`src/rtl/sobel_column_feeder.sv`:
```
// Purpose: buffers a SIZE x WIDTH pixel strip, then streams it out one column per cycle for a Sobel filter.
// Latency: first column is registered one clock after the last pixel is accepted; strip takes SIZE*WIDTH + WIDTH + 1 cycles.
// Backpressure: in_ready is high only while loading; the column stream has no backpressure and never gaps.
//
// Ports:
//   clk, rst              sole clock, asynchronous active-high reset
//   start                 one-cycle request to begin loading a strip (honoured only in IDLE)
//   in_pixel/in_valid     row-major pixel input, accepted when in_valid && in_ready
//   in_ready              high while the feeder is loading
//   col_out[SIZE-1:0]     one pixel column, index 0 is the top row
//   col_valid             col_out holds a valid column
//   col_first/col_last    col_out holds column 0 / column WIDTH-1
//   strip_done            one-cycle pulse after the last column
module sobel_column_feeder #(
    parameter int SIZE  = 3,
    parameter int WIDTH = 8
) (
    input  logic       clk,
    input  logic       rst,
    input  logic       start,
    input  logic [7:0] in_pixel,
    input  logic       in_valid,
    output logic       in_ready,
    output logic [7:0] col_out [SIZE-1:0],
    output logic       col_valid,
    output logic       col_first,
    output logic       col_last,
    output logic       strip_done
);

    localparam int RW  = $clog2(SIZE);
    // col_cnt must reach WIDTH in STREAM to mark the end-of-strip cycle.
    localparam int CW  = $clog2(WIDTH + 1);
    localparam int CIW = $clog2(WIDTH);

    localparam logic [RW-1:0] ROW_LAST = RW'(SIZE - 1);
    localparam logic [CW-1:0] COL_LAST = CW'(WIDTH - 1);
    localparam logic [CW-1:0] COL_END  = CW'(WIDTH);

    typedef enum logic [1:0] {
        IDLE   = 2'd0,
        LOAD   = 2'd1,
        STREAM = 2'd2
    } state_t;

    state_t state, state_nxt;

    logic [RW-1:0]  row_cnt;
    logic [CW-1:0]  col_cnt;
    logic [CIW-1:0] col_idx;
    logic           accept;
    logic           load_last;

    // Strip storage; contents are don't-care until reloaded, so no reset.
    logic [7:0] pix_buf [SIZE][WIDTH];

    assign col_idx   = col_cnt[CIW-1:0];
    assign accept    = in_valid && in_ready;
    assign load_last = accept && (row_cnt == ROW_LAST) && (col_cnt == COL_LAST);

    // State register
    always_ff @(posedge clk or posedge rst) begin
        if (rst) begin
            state <= IDLE;
        end else begin
            state <= state_nxt;
        end
    end

    // Next-state logic
    always_comb begin
        state_nxt = state;
        case (state)
            IDLE:    if (start) state_nxt = LOAD;
            LOAD:    if (load_last) state_nxt = STREAM;
            STREAM:  if (col_cnt == COL_END) state_nxt = IDLE;
            default: state_nxt = IDLE;
        endcase
    end

    // Output logic
    always_comb begin
        in_ready = (state == LOAD);
    end

    // Counters and registered column outputs
    always_ff @(posedge clk or posedge rst) begin
        if (rst) begin
            row_cnt    <= '0;
            col_cnt    <= '0;
            col_valid  <= 1'b0;
            col_first  <= 1'b0;
            col_last   <= 1'b0;
            strip_done <= 1'b0;
            for (int r = 0; r < SIZE; r++) begin
                col_out[r] <= '0;
            end
        end else begin
            strip_done <= 1'b0;
            case (state)
                IDLE: begin
                    row_cnt <= '0;
                    col_cnt <= '0;
                end
                LOAD: begin
                    if (accept) begin
                        if (load_last) begin
                            row_cnt <= '0;
                            col_cnt <= '0;
                        end else if (col_cnt == COL_LAST) begin
                            col_cnt <= '0;
                            row_cnt <= row_cnt + 1'b1;
                        end else begin
                            col_cnt <= col_cnt + 1'b1;
                        end
                    end
                end
                STREAM: begin
                    if (col_cnt == COL_END) begin
                        // One cycle past the last column: close the stream; col_out holds.
                        col_valid  <= 1'b0;
                        col_first  <= 1'b0;
                        col_last   <= 1'b0;
                        strip_done <= 1'b1;
                        col_cnt    <= '0;
                    end else begin
                        for (int r = 0; r < SIZE; r++) begin
                            col_out[r] <= pix_buf[r][col_idx];
                        end
                        col_valid <= 1'b1;
                        col_first <= (col_cnt == '0);
                        col_last  <= (col_cnt == COL_LAST);
                        col_cnt   <= col_cnt + 1'b1;
                    end
                end
                default: begin
                    row_cnt <= '0;
                    col_cnt <= '0;
                end
            endcase
        end
    end

    // Buffer write: pixel k lands at row k/WIDTH, column k%WIDTH.
    always_ff @(posedge clk) begin
        if (accept) begin
            pix_buf[row_cnt][col_idx] <= in_pixel;
        end
    end

endmodule

```
`config.mk`:
```
export PLATFORM = sky130hd
export DESIGN_NAME = sobel_column_feeder
export DESIGN_NICKNAME = d
export VERILOG_FILES = /design/src/rtl/sobel_column_feeder.sv
export SDC_FILE = /design/constraint.sdc
export NUM_CORES = 1
export LEC_CHECK = 0
export ABC_CLOCK_PERIOD_IN_PS = 3700
export CAP_MARGIN = 20
export CORE_UTILIZATION = 29
export DETAILED_ROUTE_END_ITERATION = 7
export GPL_TIMING_DRIVEN = 0
export PLACE_DENSITY = 0.42
export SLEW_MARGIN = 10
export SYNTH_ARGS = -nofsm -noshare
export SYNTH_HDL_FRONTEND = slang
export SYNTH_SLANG_ARGS = --single-unit
```
`constraint.sdc`:
```
create_clock -name clk -period 3.7 [get_ports clk]
set_input_delay 0.74 -clock clk [delete_from_list [all_inputs] [get_ports clk]]
set_output_delay 0.74 -clock clk [all_outputs]
set_load 0.05 [all_outputs]
```
Yosys cells after proc, flatten, opt, wreduce, memory -nomap -nowiden
Memories as Yosys holds them, arrays and structs flattened.
Cells that the tools add are included.
Operators by class
  add/sub/neg operators: 2
  multipliers: 0
  div/mod/pow operators: 0
  $lt $le $gt $ge: 2
  equality and inequality tests: 10
  shift operators: 0
  muxes and demuxes: 31
  bitwise logic cells: 3
  reductions and logical operators: 9
Operator list (count)
  $bmux W8 S3: 3
  $mux W64: 1
  $mux W8: 7
  $demux W8 S3: 1
  $mux W4: 4
  $mux W2: 6
  $pmux W4 S2: 1
  $mux W1: 6
  $pmux W2 S3: 1
  $reduce_and A3 Y1: 2
  $add A4 B1 Y4 const B: 1
  $eq A2 B2 Y1 const B: 2
  $eq A4 B3 Y1 const B: 1
  $eq A4 B4 Y1 const B: 1
  $ge A4 B4 Y1 const B: 1
  $logic_and A1 B1 Y1: 4
  $logic_not A4 Y1: 1
  $lt A4 B1 Y1 const B: 1
  $ne A2 B1 Y1 const B: 2
  $ne A2 B2 Y1 const B: 2
  $not A3 Y4: 1
  $pmux W2 S2: 1
  $ne A3 B1 Y1 const B: 1
  $add A2 B1 Y2 const B: 1
  other kinds (4): 5
Storage, ports and cells
  bits in registers: 36
  bits in latches: 0
  RAM bits: 192
  bits in read-only memories: 0
  output and inout port bits: 29
  memories kept: 1
Memories
  pix_buf: depth 3, width 64, rd ports 3, clocked after Yosys merged registers in 0, write ports 1, RTL line 55  | logic [7:0] pix_buf [SIZE][WIDTH];

Longest topological paths before layout
Gate-level depths: netlist of run 1.
  word-level depth: 7
  mapped depth: 10
  gate-level depth less buffers: 6

Worst setup path before layout of run 1
No wires, ideal clock.
  path type: register to register
  start point: register state[1]
  end point: memory pix_buf[0][0] in the netlist's numbering (enable)
  library setup time: 0.370 ns
  arrival time: 1.893 ns
  slack: 1.437 ns
  cell stages (with the launch flop): 6
  period minus slack after synthesis: 2.263 ns
  cells stage by stage: dfrtp_1 > inv_1 > ha_1 > clkbuf_1 > nand3_1 > nor2_1
On the way
  cells in the longest elaborated chain, start to end: 4
Ends and longest elaborated chain
  start: declaration: RTL line 46  | state_t state, state_nxt;
  start signal: assignment: RTL line 66  | state <= state_nxt;
  $eq A2 B1 Y1: RTL line 83  | in_ready = (state == LOAD);
  named net in_ready: RTL line 23  | output logic in_ready,
  $logic_and A1 B1 Y1: RTL line 58  | assign accept = in_valid && in_ready;
  $mux W1: RTL line 146  | if (accept) begin
  $mux W64 (not written as such): RTL line 147  | pix_buf[row_cnt][col_idx] <= in_pixel;
  end: declaration: RTL line 55
The timed path passes the listed nets, and every way through them passes these cells.

Worst setup path in the final report of run 1
  start point: register col_cnt[0]
  end point: register col_out[2] in the netlist's numbering
On the way
  cells in the longest elaborated chain, start to end: 4
Ends and longest elaborated chain
  start: declaration: RTL line 49  | logic [CW-1:0] col_cnt;
  start signal: assignment: RTL line 114  | col_cnt <= col_cnt + 1'b1;
  start signal: assignment: RTL line 133  | col_cnt <= col_cnt + 1'b1;
  $not A3 Y4 (not written as such): RTL line 128  | col_out[r] <= pix_buf[r][col_idx];
  $bmux W8 S3: RTL line 128
  $mux W8 (not written as such) (2 in a row): RTL line 128
  end signal: indexed assignment: RTL line 128
  end: declaration: RTL line 24  | output logic [7:0] col_out [SIZE-1:0],
Several ways; a longest one is shown, not always the timed one. The select of a mux whose other input is x is not followed.
A chain may end at the register's enable or synchronous reset.

==> metrics.md, run 1 <==
| Metric | Value |
|---|---|
| Reg clk slew, reported paths | 60 ps |
| Clock Path Buffers | 3 |
| PwrDens | 708 nW/µm² |
| Status | finished clean |
| Synth area leaders | edfxtp_1, dfrtp_1, mux2i_1 |
| CTS tree | built |
| Antenna viol nets, final | 0 |
| Final setup skew | 9.80 ps |
| Root buffer cell | clkbuf_16 |
| Post-Syn Nets | 604 |
| Port Buf Inserts | 39 |
| Finished layout cell area | 10900 µm² |
| First-pass GRT wire length | 38.1 mm |
| Layout cell share with drive strength beyond 1 | 12.0% |
| TritonCTS Buffers | 26 |
| Mapped Area | 9070 µm² |
| Nets@finish | 674 |
| DR WL/cell | 24.5 µm |
| CP Cell Sequence | buf_2 > inv_1 > clkbuf_1 > ha_1 > nand3b_1 > and2_1 > clkbuf_1 > clkbuf_1 > o32a_1 |
| CP Launch Type | flip-flop |
| Initial antenna violation count | 0 |
| Async S/R FF share, synth | 15.8% |
| Detailed-route vias per instance | 5.13 |
| Hold Violations, Final | 0 |
| Worst endpoint required time | 4150 ps |
| Layout area overhead | 19.8% |
| Avg Cell Area, Syn | 15.5 µm² |
| Post-synth cell types | 52 |
| Fmax | 328 MHz |
| Post-CTS sizing | 0 |
| CP peak stage delay | 740 ps |
| RSZ-0062 raised after global routing | no |
| Count of yosys warnings during synthesis | 0 |
| Die Area | 32000 µm² |
| H-tree depth | 1 |
| Total global routing track utilization | 16.8% |
| Max transition margin | 28.0% |
| DR DRC count | 0 |
| Synth Flop Type | edfxtp_1 |
| Seq/Total Area, Yosys | 73.5% |
| HPWL after DPL | 17.4 mm |
| N_diodes | 0 |
| Period utilization | 82.4% |
| Setup TNS | 0 ps |
| Max FO, Critical Path | 10 |
| First DRT Iteration DRCs | 550 |
| CP max stage cell | clkbuf_1 |
| Synthesized instance count | 584 |
| Leak | 3.56 nW |
| Pre-CTS setup slack | 648 ps |
| Final Wtd Congestion | 0.801 |
| Critical path arrival | 3500 ps |
| Slew Viols, Final | 0 |
| Total I/O pin count | 41 |
| Measured slew at the worst slew-check pin | 1080 ps |
| Register bit total from synthesis | 228 |
| Vias in the first global route | 5564 |
| Gr ovfl total | 0 |
| Largest net degree at the start of global routing | 28 |
| Placed Cells | 1020 |
| WL final | 26.3 mm |
| CTS Hold Buffers Added | 0 |
| Commonest cells in the netlist | edfxtp_1, nor2_1, dfrtp_1, mux2i_1, a221oi_1 |
| Final Power | 7.69 mW |
| Max-cap violations | 0 |
| Worst vdd ir | 0.319 mV |
| Cell repeated most along the worst path | clkbuf_1 |
| Utilization after layout | 35.4% |
| Placed instance area | 9970 µm² |
| Initial core utilization | 29.6% |
| Clock Latency Late Sink | 520 ps |
| CP endpoint kind | flip-flop |
| Post-synth EDFFs | 192 |
| Post-CTS Setup Bufs | 0 |
| Final setup vio count | 0 |
| CP Class | flip-flop to flip-flop |
| Post-synth top area cell | edfxtp_1 |
| Fin cells | 1070 |
| Num rows | 64 |
| CTS sink cnt | 228 |
| Die W | 179 µm |
| Most common cell in the netlist | edfxtp_1 |
| Die height | 179 µm |
| Final Critical Period | 3050 ps |
| Fin worst setup slack | 652 ps |
| Worst Hold Slack | 492 ps |
| Via count | 5486 |
| Core Region | 30700 µm² |
| Synth top area share | 63.6% |
| Drt first pass iters | 5 |
| HP Class | flip-flop to flip-flop |
[worst max-delay path: cells and delay by family, from the launching register on]
| family | cells | cell delay, ps |
|---|---|---|
| buffers and inverters | 5 | 1630 |
| DFF | 1 | 390 |
| adders and majority gates | 1 | 350 |
| and+or+nand+nor | 2 | 310 |
| AOI/OAI and AO/OA | 1 | 280 |
[flip-flops by register name, indices dropped and copies added (netlist names)]
name,cells
pix_buf,192
col_out,24
col_cnt,4
row_cnt,2
state,2
col_first,1
col_last,1
col_valid,1
strip_done,1
[kinds of logic after synthesis]
| kind of cell | Yosys count | synth area share (%) |
|---|---|---|
| compound gates | 128 | 10.5 |
| xor+xnor | 1 | 0.0966 |
| fa+ha+maj | 8 | 1.10 |
| buf+inv | 48 | 2.94 |
| flops | 228 | 73.5 |
| mux | 39 | 4.79 |
| simple gates | 132 | 7.00 |
[cells in the final DEF, fill, tap and decap left out, drive strengths merged, types with 5 or more instances in the layout]
cell and n:
mux2 9, clkdlybuf4s50 39, o211ai 9, a22oi 9, dfrtp 36, a22o 15
inv 10, mux2i 28, clkbuf 51, a21oi 19, nand2 24, a221oi 30
clkinv 5, ha 8, edfxtp 192, buf 29, nand3 11, o21ai 16
a31oi 17, nor2 64, nand3b 10
[layer usage]
layer	up-vias	part of all wire (%)	global-route usage, %
li1	2425	-	-
met1	2824	44	23.1
met2	201	48	27.3
met3	36	6.3	2.91
met4	0	1.8	4.73
met5	-	0	0
[path summary, 6_finish.rpt]
| path | to | cells past startpoint | startpoint | slack (ps) |
|---|---|---|---|---|
| setup / recovery | col_out[2] | 9 | col_cnt[0] | 650 |
| hold / removal | col_valid | 2 | col_valid | 490 |
| setup reg to reg | col_out[2] | 9 | col_cnt[0] | 650 |
| hold reg to reg | col_valid | 2 | col_valid | 490 |
| max in group asynchronous | col_out[17] | 3 | rst | 2710 |
| min in group asynchronous | col_out[15] | 2 | rst | 510 |
[cell type report]
| class | instances | area (µm²) |
|---|---|---|
| Buffer | 38 | 229 |
| Clock buffer | 39 | 721 |
| Clock inverter | 9 | 141 |
| Fill cell | 2903 | 19800 |
| Inverter | 10 | 37.5 |
| Multi-Input combinational cell | 308 | 2130 |
| Sequential cell | 228 | 6670 |
| Tap cell | 396 | 495 |
| Timing Repair Buffer | 42 | 440 |
[report_power, final]
| part | internal [mW] | switching (mW) |
|---|---|---|
| sequential | 2.99 | 0.119 |
| clock | 1.62 | 0.977 |
| combinational | 0.621 | 1.37 |
(Power assumes the default switching activity.)
==> run 2, diff against run 1 <==
--- a/config.mk
+++ b/config.mk
@@ -5,7 +5,7 @@
 export SDC_FILE = /design/constraint.sdc
 export NUM_CORES = 1
 export LEC_CHECK = 0
-export ABC_CLOCK_PERIOD_IN_PS = 3700
+export ABC_CLOCK_PERIOD_IN_PS = 2900
 export CAP_MARGIN = 20
 export CORE_UTILIZATION = 29
 export DETAILED_ROUTE_END_ITERATION = 7
==> constraint.sdc (replaced) <==
create_clock -name clk -period 2.9 [get_ports clk]
set_input_delay 0.58 -clock clk [delete_from_list [all_inputs] [get_ports clk]]
set_output_delay 0.58 -clock clk [all_outputs]
set_load 0.05 [all_outputs]
==> run 2 against run 1 <==
- the flow now finishes with violations (negative setup slack)
- clock-buffer cell count stayed put
- wire length shrank 0.22%
- die area is the same
- highest routed layer unchanged
- cell count barely moved
- critical path depth is 4 lower
- clock power rose by 28%
- maximum frequency increased by 2.6%
==> metrics.md, run 2 (same netlist as run 1, synthesis figures left out) <==
| Metric | Value |
|---|---|
| Most frequent cells in the layout | edfxtp_1, nor2_1, clkdlybuf4s50_1 |
| Final setup skew | 12.7 ps |
| Via count | 5470 |
| Max transition margin | 29.7% |
| Layout area overhead | 20.2% |
| Largest net degree at the start of global routing | 28 |
| Biggest regs | pix_buf (192), col_out (24), col_cnt (4) |
| WL final | 26.2 mm |
| Clock Path Buffers | 3 |
| Total global routing track utilization | 16.8% |
| Hold Violations, Final | 0 |
| Final setup vio count | 8 |
| Leak | 3.57 nW |
| Detailed-route vias per instance | 5.12 |
| PwrDens | 901 nW/µm² |
| CP Launch Type | flip-flop |
| CP endpoint kind | flip-flop |
| Clk network pwr share | 33.7% |
| Antenna viol nets, final | 0 |
| Placed instance area | 9970 µm² |
| N_diodes | 0 |
| Pre-CTS setup slack | -152 ps |
| Worst reg-to-reg setup slack | -70 ps |
| Nets@finish | 673 |
| RSZ-0062 raised after global routing | yes |
| Die height | 179 µm |
| Gr ovfl total | 0 |
| Die W | 179 µm |
| R2R depth | 5 |
| P_int | 6.67 mW |
| Layout cell share with drive strength beyond 1 | 14.4% |
| CP max stage cell | nor2_1 |
| HPWL after DPL | 17.4 mm |
| DR WL/cell | 24.5 µm |
| Reg2reg start | col_cnt[1] |
| Sequential power share | 40.4% |
| Slew Viols, Final | 0 |
| Measured slew at the worst slew-check pin | 1050 ps |
| Fin worst setup slack | -70.4 ps |
| CP Class | flip-flop to flip-flop |
| Sw power | 3.15 mW |
| DR DRC count | 0 |
| Worst vdd ir | 0.408 mV |
| Critical path arrival | 3110 ps |
| HP Class | primary input to async pin |
| Initial core utilization | 29.6% |
| Vias in the first global route | 5566 |
| Initial antenna violation count | 0 |
| CTS tree | built |
| Period utilization | 102% |
| Worst Hold Slack | 350 ps |
| Max reg flops | 192 |
| Post-CTS Setup Bufs | 0 |
| Max-cap violations | 0 |
| Clock Latency Late Sink | 520 ps |
| Worst reg2reg path endpoint | pix_buf[2][14] |
| Failing checks | negative setup slack |
| Commonest non-fill, non-tap cell in the layout | edfxtp_1 |
| CP peak stage delay | 780 ps |
| Switching Share | 32.1% |
| H-tree depth | 1 |
| First DRT Iteration DRCs | 548 |
| CP Cell Sequence | buf_4 > buf_6 > clkbuf_1 > nand3_1 > nor2_1 |
| Drt first pass iters | 5 |
| CTS Hold Buffers Added | 0 |
| Total I/O pin count | 41 |
| Combinational share of power | 25.9% |
| TritonCTS Buffers | 26 |
| Die Area | 32000 µm² |
| Max FO, Critical Path | 10 |
| Most flops, register | pix_buf |
| Final Wtd Congestion | 0.801 |
| Core Region | 30700 µm² |
| Final Power | 9.82 mW |
| Reg clk slew, reported paths | 60 ps |
| Port Buf Inserts | 39 |
| Worst endpoint required time | 3040 ps |
| Final Critical Period | 2970 ps |
| First-pass GRT wire length | 38.1 mm |
| Utilization after layout | 35.5% |
| Fmax | 337 MHz |
| CTS sink cnt | 228 |
| Status | finished with violations |
| Root buffer cell | clkbuf_16 |
| Num rows | 64 |
| Finished layout cell area | 10900 µm² |
-- run 2: worst max path at each step --
stage / from / endpoint / slack (ps)
final: col_cnt[1] / pix_buf[2][14] / -70
after detailed placement: col_cnt[0] / col_out[2] / -150
after global placement: col_cnt[0] / col_out[5] / -140
after global routing: col_cnt[1] / pix_buf[2][9] / -200
after CTS: col_cnt[1] / pix_buf[0][14] / -90
after floorplan: state[1] / pix_buf[0][0] / 640
-- run 2: through the flow --
| step | cells | setup TNS (ps) |
|---|---|---|
| after detailed placement | 1020 | -2880 |
| after floorplan | 584 | 0 |
| after CTS | 1068 | -2520 |
| after global placement | 1019 | -2270 |
| after global routing | 1069 | -3220 |
| final | 1069 | -549 |
-- run 2: repair_timing --
item,in CTS,in global routing
gates cloned,0,0
endpoints found under the setup margin,66,118
endpoints found under the hold margin,0,0
gates resized for setup,4,13
-- run 2: metal layers --
layer,track usage (%),share of wire [%],vias to the layer above
met5,0,0,-
met4,4.73,1.8,0
met3,2.91,5.3,34
met2,27.3,48,187
met1,23.1,45,2831
li1,-,-,2418
-- run 2: power groups by stage --
stage                     Combinational, mW  Clock (mW)  Sequential [mW]
final                                  2.55        3.31             3.96
after global placement                 2.52           0             4.03
after CTS                              2.56        3.39             3.97
after floorplan                        1.00           0             4.59
after global routing                   2.73        3.50             3.99
after detailed placement               2.55           0             4.04
-- run 2: cell type report --
type	instances	area [µm²]
clock buffer	39	721
timing repair buffer	42	440
multi-input combinational	308	2160
fill	2897	19800
inverter	10	37.5
clock inverter	9	141
tap	396	495
buffer	37	230
sequential	228	6670
-- run 2: critical path: cells and delay by family (launching register included) --
family                 cells  cell delay, ps
buffers and inverters      3            1040
flip-flops                 1             460
AND/OR/NAND/NOR            2            1060
==> run 3, diff against run 2 <==
--- a/config.mk
+++ b/config.mk
@@ -10,7 +10,6 @@
 export CORE_UTILIZATION = 29
 export DETAILED_ROUTE_END_ITERATION = 7
 export GPL_TIMING_DRIVEN = 0
-export PLACE_DENSITY = 0.42
 export SLEW_MARGIN = 10
 export SYNTH_ARGS = -nofsm -noshare
 export SYNTH_HDL_FRONTEND = slang
==> run 3 against run 2 <==
- the run now ends clean
- total power down 3.0%
- critical path depth unchanged
- setup slack better by 180 ps
- final area down 1.1%
- core utilization down 0.40 points
- clock power down 6.9%
- combinational power down 3%
- cell count down 0.56%
- global-route usage down 1.7 points
- die area unchanged
- wire length down 8.8%
- flip-flop and latch count unchanged
- critical path type unchanged
==> metrics.md, run 3 (same netlist as run 1, synthesis figures left out) <==
| Metric | Value |
|---|---|
| Die W | 179 µm |
| Nets@finish | 669 |
| Max transition margin | 27.6% |
| Worst endpoint required time | 3040 ps |
| CP Cell Sequence | buf_4 > buf_6 > clkbuf_1 > nand3_1 > nor2_2 |
| Total I/O pin count | 41 |
| Final Critical Period | 2790 ps |
| Vias in the first global route | 5293 |
| First-pass GRT wire length | 34.8 mm |
| Max-cap violations | 0 |
| TritonCTS Buffers | 24 |
| CP peak stage delay | 620 ps |
| Max reg flops | 192 |
| Detailed-route vias per instance | 5.11 |
| Commonest non-fill, non-tap cell in the layout | edfxtp_1 |
| Buf/Inv on CP | 3 |
| Final setup skew | 19.5 ps |
| Fmax | 358 MHz |
| Antenna viol nets, final | 0 |
| Layout cell share with drive strength beyond 1 | 12.9% |
| Setup TNS | 0 ps |
| Die Area | 32000 µm² |
| CP endpoint kind | flip-flop |
| Total global routing track utilization | 15.2% |
| Most frequent cells in the layout | edfxtp_1, nor2_1, clkdlybuf4s50_1 |
| Layout area overhead | 18.8% |
| Drt first pass iters | 6 |
| CTS tree | built |
| Most flops, register | pix_buf |
| Hold Violations, Final | 0 |
| Initial core utilization | 29.6% |
| Num rows | 64 |
| WL met1 | 10.1 mm |
| Initial antenna violation count | 0 |
| Gr ovfl total | 0 |
| H-tree depth | 1 |
| Die height | 179 µm |
| Core Region | 30700 µm² |
| Max Used Layer | met4 |
| Largest net degree at the start of global routing | 25 |
| Final Power | 9.53 mW |
| Clock Latency Late Sink | 520 ps |
| Leak | 3.52 nW |
| DR WL/cell | 22.5 µm |
| Crit path max-delay family | buffers and inverters |
| RSZ-0062 raised after global routing | yes |
| Clock Path Buffers | 3 |
| CP max stage cell | nor2_2 |
| WL final | 23.9 mm |
| PwrDens | 884 nW/µm² |
| Status | finished clean |
| CP Launch Type | flip-flop |
| Root buffer cell | clkbuf_16 |
| CP Class | flip-flop to flip-flop |
| Slew Viols, Final | 0 |
| DR DRC count | 0 |
| Critical path arrival | 2930 ps |
| Reg clk slew, reported paths | 70 ps |
| WL met3 | 2.13 mm |
| Port Buf Inserts | 39 |
| Post-CTS Setup Bufs | 0 |
| N_diodes | 0 |
| Period utilization | 96.3% |
| Measured slew at the worst slew-check pin | 1080 ps |
| Biggest regs | pix_buf (192), col_out (24), col_cnt (4) |
| Met2 wire length | 11.1 mm |
| HPWL after DPL | 15.5 mm |
| Via count | 5435 |
| Max FO, Critical Path | 10 |
| Final setup vio count | 0 |
| Worst vdd ir | 0.425 mV |
| First DRT Iteration DRCs | 639 |
| HP Class | primary input to async pin |
| CTS sink cnt | 228 |
| Final Wtd Congestion | 0.859 |
[run 3: cell count changes in the layout (fill, tap and decap cells not counted), sizes merged]
cell | previous run | this run
clkbuf | 50 | 48
buf | 29 | 27
bufinv | 4 | 2
[run 3: through the flow]
step / hold slack [ps] / setup WS [ps] / instance area (µm²) / util, % / instances
floorplan: 512 / 637 / 9070 / - / 584
global placement: 474 / 28.6 / 9950 / 32.4 / 1019
detailed placement: 475 / -11.6 / 9970 / 32.5 / 1020
CTS: 395 / 1.34 / 10800 / 35.1 / 1064
global route: 423 / -16.5 / 10800 / 35.1 / 1063
finish: 391 / 106 / 10800 / 35.1 / 1063
[run 3: where the power goes]
part	internal, mW	switching (mW)
registers	3.81	0.157
clock network	1.86	1.22
logic	0.786	1.69
[run 3: worst paths after layout]
| kind | slack (ps) | end | cells past startpoint | startpoint |
|---|---|---|---|---|
| max | 110 | pix_buf[2][13] | 5 | col_cnt[1] |
| max in group asynchronous | 2020 | col_out[18] | 3 | rst |
| min | 390 | col_out[15] | 2 | rst |
| max reg2reg | 110 | pix_buf[2][13] | 5 | col_cnt[1] |
| min in group clk | 480 | col_first | 1 | col_first |
| min reg2reg | 480 | col_first | 1 | col_first |
[run 3: final cells by class]
class / instances / area [µm²]
Multi-Input combinational cell: 308 / 2140
Buffer: 37 / 226
Fill cell: 2910 / 19900
Clock buffer: 37 / 711
Timing Repair Buffer: 40 / 410
Inverter: 10 / 37.5
Tap cell: 396 / 495
Sequential cell: 228 / 6670
Clock inverter: 7 / 83.8
[run 3: layer usage]
layer	vias to the layer above	track usage, %
met5	-	0
met4	0	5.01
met3	48	3.20
met2	255	24.0
met1	2724	20.6
li1	2408	-
[run 3: repair_timing]
action,CTS,global route
resized for setup,1,6
setup endpoints to repair,8,41
pin swaps,0,0
hold buffers,0,0
